File: src/rtl/markov_first_walk.sv
// markov_first_walk: walks a first-order Markov transition table and emits count-weighted notes; MARKOV_WALK_SEED_EN adds a seed port.
// States: IDLE wait start | SUM pass-1 total | DRAW scale LFSR to r | SELECT pass-2 pick | EMIT hold note | FINISH done pulse.
module markov_first_walk #(
  parameter int NOTE_W = 7,
  parameter int CNT_W  = 8,
  parameter int IDX_W  = 4
) (
  input  logic                      clk,
  input  logic                      reset,
`ifdef MARKOV_WALK_SEED_EN
  input  logic [15:0]               seed,
`endif
  input  logic                      start,
  input  logic [NOTE_W-1:0]         start_note,
  input  logic [15:0]               num_steps,
  output logic                      mem_rd_en,
  output logic [NOTE_W+IDX_W-1:0]   mem_addr,
  input  logic [NOTE_W+CNT_W-1:0]   mem_rdata,
  output logic [NOTE_W-1:0]         note_out,
  output logic                      note_valid,
  input  logic                      note_ready,
  output logic                      busy,
  output logic                      done,
  output logic                      dead_end
);

  localparam int MAX_SUCC = 1 << IDX_W;
  localparam int TOT_W    = CNT_W + IDX_W;
  localparam int PROD_W   = 16 + TOT_W;
  localparam logic [15:0] LFSR_RST  = 16'hACE1;
  localparam logic [15:0] LFSR_TAPS = 16'hB400;

  typedef enum logic [2:0] {IDLE, SUM, DRAW, SELECT, EMIT, FINISH} state_t;

  state_t              state_q, state_d;
  logic [15:0]         lfsr_q, lfsr_d;
  logic [15:0]         steps_q, steps_d;
  logic [NOTE_W-1:0]   cur_note_q, cur_note_d;
  logic [NOTE_W-1:0]   chosen_q, chosen_d;
  logic [IDX_W:0]      rd_idx_q, rd_idx_d;
  logic [IDX_W-1:0]    rsp_idx_q;
  logic                rvalid_q;
  logic [TOT_W-1:0]    acc_q, acc_d;
  logic [TOT_W-1:0]    r_q, r_d;
  logic                dead_q, dead_d;

  logic [CNT_W-1:0]    rsp_cnt;
  logic [NOTE_W-1:0]   rsp_note;
  logic                rsp_last;
  logic [TOT_W-1:0]    acc_sum;
  logic [PROD_W-1:0]   prod;
  logic [15:0]         lfsr_step;

  assign rsp_cnt   = mem_rdata[CNT_W-1:0];
  assign rsp_note  = mem_rdata[NOTE_W+CNT_W-1:CNT_W];
  assign rsp_last  = (rsp_idx_q == IDX_W'(MAX_SUCC - 1));
  assign acc_sum   = acc_q + TOT_W'(rsp_cnt);
  assign prod      = PROD_W'(lfsr_q) * PROD_W'(acc_q);
  assign lfsr_step = {1'b0, lfsr_q[15:1]} ^ (lfsr_q[0] ? LFSR_TAPS : 16'h0000);

  assign mem_addr  = {cur_note_q, rd_idx_q[IDX_W-1:0]};
  assign note_out  = chosen_q;
  assign dead_end  = dead_q;

  always_ff @(posedge clk or negedge reset) begin
    if (!reset) begin
      state_q    <= IDLE;
      lfsr_q     <= LFSR_RST;
      steps_q    <= '0;
      cur_note_q <= '0;
      chosen_q   <= '0;
      rd_idx_q   <= '0;
      rsp_idx_q  <= '0;
      rvalid_q   <= 1'b0;
      acc_q      <= '0;
      r_q        <= '0;
      dead_q     <= 1'b0;
    end else begin
      state_q    <= state_d;
      lfsr_q     <= lfsr_d;
      steps_q    <= steps_d;
      cur_note_q <= cur_note_d;
      chosen_q   <= chosen_d;
      rd_idx_q   <= rd_idx_d;
      rvalid_q   <= mem_rd_en;
      if (mem_rd_en) rsp_idx_q <= rd_idx_q[IDX_W-1:0];
      acc_q      <= acc_d;
      r_q        <= r_d;
      dead_q     <= dead_d;
    end
  end

  always_comb begin
    state_d    = state_q;
    lfsr_d     = lfsr_step;
    steps_d    = steps_q;
    cur_note_d = cur_note_q;
    chosen_d   = chosen_q;
    rd_idx_d   = rd_idx_q;
    acc_d      = acc_q;
    r_d        = r_q;
    dead_d     = dead_q;
    mem_rd_en  = 1'b0;
    note_valid = 1'b0;
    busy       = 1'b0;
    done       = 1'b0;
    case (state_q)
      IDLE: begin
        if (start) begin
          cur_note_d = start_note;
          steps_d    = num_steps;
          dead_d     = 1'b0;
          rd_idx_d   = '0;
          acc_d      = '0;
`ifdef MARKOV_WALK_SEED_EN
          lfsr_d     = (seed == 16'h0000) ? LFSR_RST : seed;
`endif
          state_d    = (num_steps == 16'h0000) ? FINISH : SUM;
        end
      end
      SUM: begin
        busy      = 1'b1;
        mem_rd_en = ~rd_idx_q[IDX_W];
        if (mem_rd_en) rd_idx_d = rd_idx_q + (IDX_W+1)'(1);
        // the read issued in the stopping cycle lands in DRAW and is ignored there
        if (rvalid_q) begin
          if (rsp_cnt == '0) begin
            if (acc_q == '0) begin
              dead_d  = 1'b1;
              state_d = FINISH;
            end else begin
              state_d = DRAW;
            end
          end else begin
            acc_d = acc_sum;
            if (rsp_last) state_d = DRAW;
          end
        end
      end
      DRAW: begin
        busy     = 1'b1;
        r_d      = TOT_W'(prod >> 16);
        acc_d    = '0;
        rd_idx_d = '0;
        state_d  = SELECT;
      end
      SELECT: begin
        busy      = 1'b1;
        mem_rd_en = ~rd_idx_q[IDX_W];
        if (mem_rd_en) rd_idx_d = rd_idx_q + (IDX_W+1)'(1);
        if (rvalid_q) begin
          acc_d = acc_sum;
          if ((acc_sum > r_q) || rsp_last) begin
            chosen_d = rsp_note;
            state_d  = EMIT;
          end
        end
      end
      EMIT: begin
        busy       = 1'b1;
        note_valid = 1'b1;
        if (note_ready) begin
          cur_note_d = chosen_q;
          steps_d    = steps_q - 16'd1;
          rd_idx_d   = '0;
          acc_d      = '0;
          state_d    = (steps_q == 16'd1) ? FINISH : SUM;
        end
      end
      FINISH: begin
        done    = 1'b1;
        state_d = IDLE;
      end
      default: state_d = IDLE;
    endcase
  end

endmodule

File: config.mk
export PLATFORM = sky130hd
export DESIGN_NAME = markov_first_walk
export DESIGN_NICKNAME = d
export VERILOG_FILES = /design/src/rtl/markov_first_walk.sv
export SDC_FILE = /design/constraint.sdc
export NUM_CORES = 1
export LEC_CHECK = 0
export BUFFER_PORTS_ARGS = -buffer_cell sky130_fd_sc_hd__buf_4
export CELL_PAD_IN_SITES_DETAIL_PLACEMENT = 1
export CELL_PAD_IN_SITES_GLOBAL_PLACEMENT = 1
export CORE_MARGIN = 5
export CORE_UTILIZATION = 25
export DETAILED_ROUTE_END_ITERATION = 7
export PLACE_DENSITY_LB_ADDON = 0.05
export SETUP_SLACK_MARGIN = 0.05
export SLEW_MARGIN = 15
export SYNTH_ARGS = -nofsm -noshare
export SYNTH_HDL_FRONTEND = slang
export SYNTH_SLANG_ARGS = --single-unit
File: constraint.sdc
create_clock -name clk -period 7.3 [get_ports clk]
set_clock_uncertainty 0.2 [all_clocks]
set_input_delay 1.46 -clock clk [delete_from_list [all_inputs] [get_ports clk]]
set_output_delay 1.46 -clock clk [all_outputs]
set_load 0.01 [all_outputs]
=== Word level (Yosys, flattened, before mapping) ===
Index checks and enable logic that the tools add are counted.

* Output and inout bits: 23
* Logic and storage cells: 91
* Input bits: 42
* Register bits: 84

* Mux-type cells: 37
* Add/subtract/negate cells: 3
* Reductions and logical operators: 18
* Bitwise logic cells: 2
* $mul: 1
* $lt $le $gt $ge: 1
* Equal/unequal tests: 17

{| class="wikitable"
|+ Operators by type and width
! operator !! number
|-
| $mux W12 || 5
|-
| $pmux W12 S5 || 1
|-
| $mux W16 || 3
|-
| $pmux W16 S2 || 1
|-
| $mux W3 || 10
|-
| $mul A16 B12 Y28 || 1
|-
| $pmux W5 S4 || 1
|-
| $ne A2 B2 Y1 const B || 9
|-
| $eq A16 B1 Y1 const B || 1
|-
| $logic_not A16 Y1 || 1
|-
| $sub A16 B1 Y16 const B || 1
|-
| $xor A15 B16 Y16 || 1
|-
| $mux W5 || 3
|-
| $pmux W3 S5 || 1
|-
| $mux W7 || 2
|-
| $pmux W7 S2 || 1
|-
| $add A12 B8 Y12 || 1
|-
| $gt A12 B12 Y1 || 1
|-
| $logic_not A12 Y1 || 1
|-
| $reduce_and A6 Y1 || 2
|-
| $reduce_and A3 Y1 || 3
|-
| $logic_not A8 Y1 || 1
|-
| $mux W1 || 8
|-
| $eq A3 B2 Y1 const B || 2
|-
| 16 further kinds || 18
|}

=== Longest topological paths before layout ===
* Word-level depth: 6
* Mapped depth: 22
* Gate-level depth less buffers: 19

=== Worst setup path after synthesis ===
Ideal clock, no wire load.

* Kind: register to register
* From: reg acc_q[8]
* To: reg r_q[11]
* Clock period less this slack: 5747 ps
* Setup slack: 1553 ps
* Arrival time: 5467 ps
* Cell stages (with the launch flop): 21
* Library setup time: 81 ps
* Buffers on the path: 3
* Required time: 7019 ps
* Cell sequence: dfrtp_1 clkbuf_1 clkbuf_1 clkbuf_1 nand2_1 fa_1 inv_1 fa_1 fa_1 fa_1 inv_1 fa_1 inv_1 ha_1 inv_1 nor2_1 and3_1 a2111oi_4 or4_4 a211o_1 o211ai_2

* Cells in the longest elaborated chain, start to end: 1

{| class="wikitable"
|+ Ends and longest elaborated chain
! element !! line !! RTL
|-
| start, declared || 43 || <nowiki>logic [TOT_W-1:0] acc_q, acc_d;</nowiki>
|-
| start signal, assigned || 75 || <nowiki>acc_q <= '0;</nowiki>
|-
| start signal, assigned || 87 || <nowiki>acc_q <= acc_d;</nowiki>
|-
| $mul A16 B12 Y28 || 58 || <nowiki>assign prod = PROD_W'(lfsr_q) * PROD_W'(acc_q);</nowiki>
|-
| end signal, assigned || 88 || <nowiki>r_q <= r_d;</nowiki>
|-
| end, declared || 44 || <nowiki>logic [TOT_W-1:0] r_q, r_d;</nowiki>
|}

No other way between the ends.
A chain may end at the register's enable or synchronous reset.

=== Worst setup path after layout ===
* From: reg acc_q[3]
* To: reg r_q[9]

Same word-level chain as after synthesis.

==> impl_metrics.env <==
export IMPL_die_area_sq_um=45600
export IMPL_startpoint_type="flop"
export IMPL_multi_input_area_sq_um=7250
export IMPL_synth_ff_type="dfrtp_1"
export IMPL_crit_required_ps=7370
export IMPL_ant_nets=0
export IMPL_io_pins=65
export IMPL_grtUsageTotal_pct=14.9
export IMPL_routedWlPerCell_um=19.1
export IMPL_synth_top_area_share_pct=27.1
export IMPL_powerDensity_nw_per_um2=208
export IMPL_cts_hold_buf=0
export IMPL_postCtsResizedCells=0
export IMPL_drtPass1Iterations=4
export IMPL_yosys_area_share_simple_pct=17.8
export IMPL_synth_seq_cells=84
export IMPL_post_cts_buffers=0
export IMPL_num_nets_final=1472
export IMPL_drive_above_1_share_pct=10.2
export IMPL_setup_violations=0
export IMPL_cts_clk_slew_worst_paths_ps=80
export IMPL_wl_mm=33.2
export IMPL_globalplace_congestion=0.756
export IMPL_synth_enable_flop_cells=0
export IMPL_route_detailed_drc=0
export IMPL_place_detailed_hpwl_mm=26.6
export IMPL_cts_buffer_depth=2
export IMPL_finalSetupTns_ps=0
export IMPL_crit_type="flop to flop"
export IMPL_min_period_ps=6100
export IMPL_status="finished clean"
export IMPL_rsz0062_at_grt="no"
export IMPL_cts_inserted_buffers=9
export IMPL_yosysWarnings=0
export IMPL_core_area_sq_um=40900
export IMPL_yosysTopAreaCell="fa_1"
export IMPL_cts_root_buf="clkbuf_16"
export IMPL_grt_max_degree=55
export IMPL_worstMarginPinSlew_ps=991
export IMPL_synth_area_leaders="fa_1, dfrtp_1, ha_1, nand2_1, inv_1"
export IMPL_p_sw_share_pct=45.5
export IMPL_fin_cells=1742
export IMPL_dpl_cell_count=1726
export IMPL_initial_core_util_pct=25.3
export IMPL_peakVddDrop_mv=0.127
export IMPL_worst_ep_arrival_time_ps=6170
export IMPL_async_flop_share_pct=100
export IMPL_synth_nets=1444
export IMPL_synth_fa_ha_area_share_pct=37.4
export IMPL_fin_crit_sh_pct=83.6
export IMPL_die_h_um=213
export IMPL_slew_headroom_pct=34.0
export IMPL_syn_inst=1177
export IMPL_synth_compound_area_share_pct=11.4
export IMPL_power_switching_mw=1.10
export IMPL_fmax_mhz=164
export IMPL_finalHoldViolCount=0
export IMPL_seq_area_sq_um=2110
export IMPL_first_global_vias=8664
export IMPL_area_growth_pct=12.8
export IMPL_synth_xor_area_share_pct=2.12
export IMPL_numClockSinks=84
export IMPL_yosysMostFrequentCell="nand2_1"
export IMPL_pwr_share_clk_pct=20.9
export IMPL_hold_path_class="flop to flop"
export IMPL_end_kind="flop"
export IMPL_cts_tree="done"
export IMPL_pwr_share_seq_pct=35.7
export IMPL_leakage_nw=5.63
export IMPL_synth_area_sq_um=10400
export IMPL_rows=74
export IMPL_viasPerCell=4.63
export IMPL_maxCapViolations=0
export IMPL_port_buffer_count=64
export IMPL_h_tree_depth=3
export IMPL_syn_area_per_cell_sq_um=8.79
export IMPL_clkLatencyLatePin_ps=360
export IMPL_antenna_found_initial=0
export IMPL_pwr_share_comb_pct=43.4
export IMPL_synth_top_family_by_area="adder cells"
export IMPL_vias=8060
export IMPL_ys_seq_area_share_pct=20.4
export IMPL_synth_common_cells="nand2_1, inv_1, fa_1, ha_1, dfrtp_1"
export IMPL_crit_fanout=19
export IMPL_fillerInstances=4880
export IMPL_post_route_util_pct=28.5
export IMPL_die_w_um=213
export IMPL_p_int_mw=1.32
export IMPL_slew_violations=0
export IMPL_drtIter0Drc=233
export IMPL_grt_pass1_wl_mm=52.1
export IMPL_synthMuxAreaShare_pct=1.39
export IMPL_antenna_cells=0
export IMPL_synth_cell_types=63
export IMPL_grt_overflow_total=0
[state kept, by name, indices dropped and copies added (netlist names), 3 cells and up]
name        cells
rsp_idx_q       4
state_q         3
rd_idx_q        5
note_out        7
lfsr_q         16
r_q            12
cur_note_q      7
acc_q          12
steps_q        16
[worst max-delay path: stages, from the launching register on]
cell       delay [ps]
dfrtp_1           890
nand2_1           170
fa_1              560
fa_1              530
inv_1              60
fa_1              490
fa_1              490
inv_1              50
fa_1              530
inv_1              40
ha_1              300
nand3_1           110
nor2_1             90
and3_1            230
a2111oi_4         700
nor4_1            160
o21a_1            210
o31ai_1           210
[layer usage]
layer	vias to the layer above	GRT usage [%]	part of all wire (%)
li1	3834	-	-
met2	44	25.3	49
met5	-	0	0
met1	4170	21.3	48
met4	0	2.21	0.63
met3	12	1.36	1.7
[final timing paths]
check                                  from           to  slack [ps]  cells past startpoint
worst max-delay path               acc_q[3]       r_q[9]        1200                     17
worst min-delay path            steps_q[15]  steps_q[15]         280                      1
worst max register to register     acc_q[3]       r_q[9]        1200                     17
worst min register to register  steps_q[15]  steps_q[15]         280                      1
max in group asynchronous             reset     rvalid_q        4860                      2
min in group asynchronous             reset      r_q[10]         840                      1
[cells in the final DEF (no fill, tap or decap), types with 8 or more instances in the layout]
| cell type | instances |
|---|---|
| nand2_1 | 197 |
| mux2_2 | 11 |
| nor4_1 | 10 |
| nor3_1 | 21 |
| fa_1 | 140 |
| nand3_1 | 18 |
| dfrtp_1 | 76 |
| o22ai_1 | 8 |
| xnor2_1 | 15 |
| a31oi_1 | 17 |
| o21ai_1 | 11 |
| inv_1 | 192 |
| dfstp_2 | 8 |
| ha_1 | 85 |
| xor2_1 | 10 |
| a21oi_1 | 46 |
| and2_1 | 67 |
| a21o_1 | 12 |
| o21ai_0 | 27 |
| nand4_1 | 8 |
| buf_4 | 80 |
| nor2_1 | 46 |
| clkbuf_16 | 9 |
[kinds of logic (layout without fill, tap and decap cells)]
group                    count (synthesis)  after routing
AO/OA/AOI/OAI                          177            177
XOR/XNOR                                25             25
adder cells (fa/ha/maj)                225            225
buffers and inverters                  257            290
flip-flops                              84             84
multiplexers                            13             13
AND/OR/NAND/NOR                        396            396
[through the flow]
step                area, sq um  setup slack (ps)  hold WS (ps)  power (mW)
finish                    11700              1200           285        2.43
global route              11700               808           308        2.64
CTS                       11700              1170           293        2.49
detailed placement        11400              1170           282        1.96
global placement          11400              1190           273        1.96
floorplan                 10400              1550           162        1.48
[power by group through the flow]
stage	registers [mW]	clock network (mW)	logic [mW]
CTS	0.876	0.531	1.08
floorplan	0.729	0	0.752
global route	0.901	0.547	1.19
global placement	0.882	0	1.08
finish	0.866	0.507	1.05
detailed placement	0.885	0	1.08
[cell type report]
| cell class | instances | share of cell area, % |
|---|---|---|
| clock inverter | 7 | 0.804 |
| multi-input combinational | 836 | 62.1 |
| inverter | 194 | 6.24 |
| clock buffer | 9 | 1.93 |
| sequential | 84 | 18.1 |
| tap | 532 | 5.70 |
| timing repair buffer | 80 | 5.14 |
No activity file was read; power rests on OpenSTA's default activity.
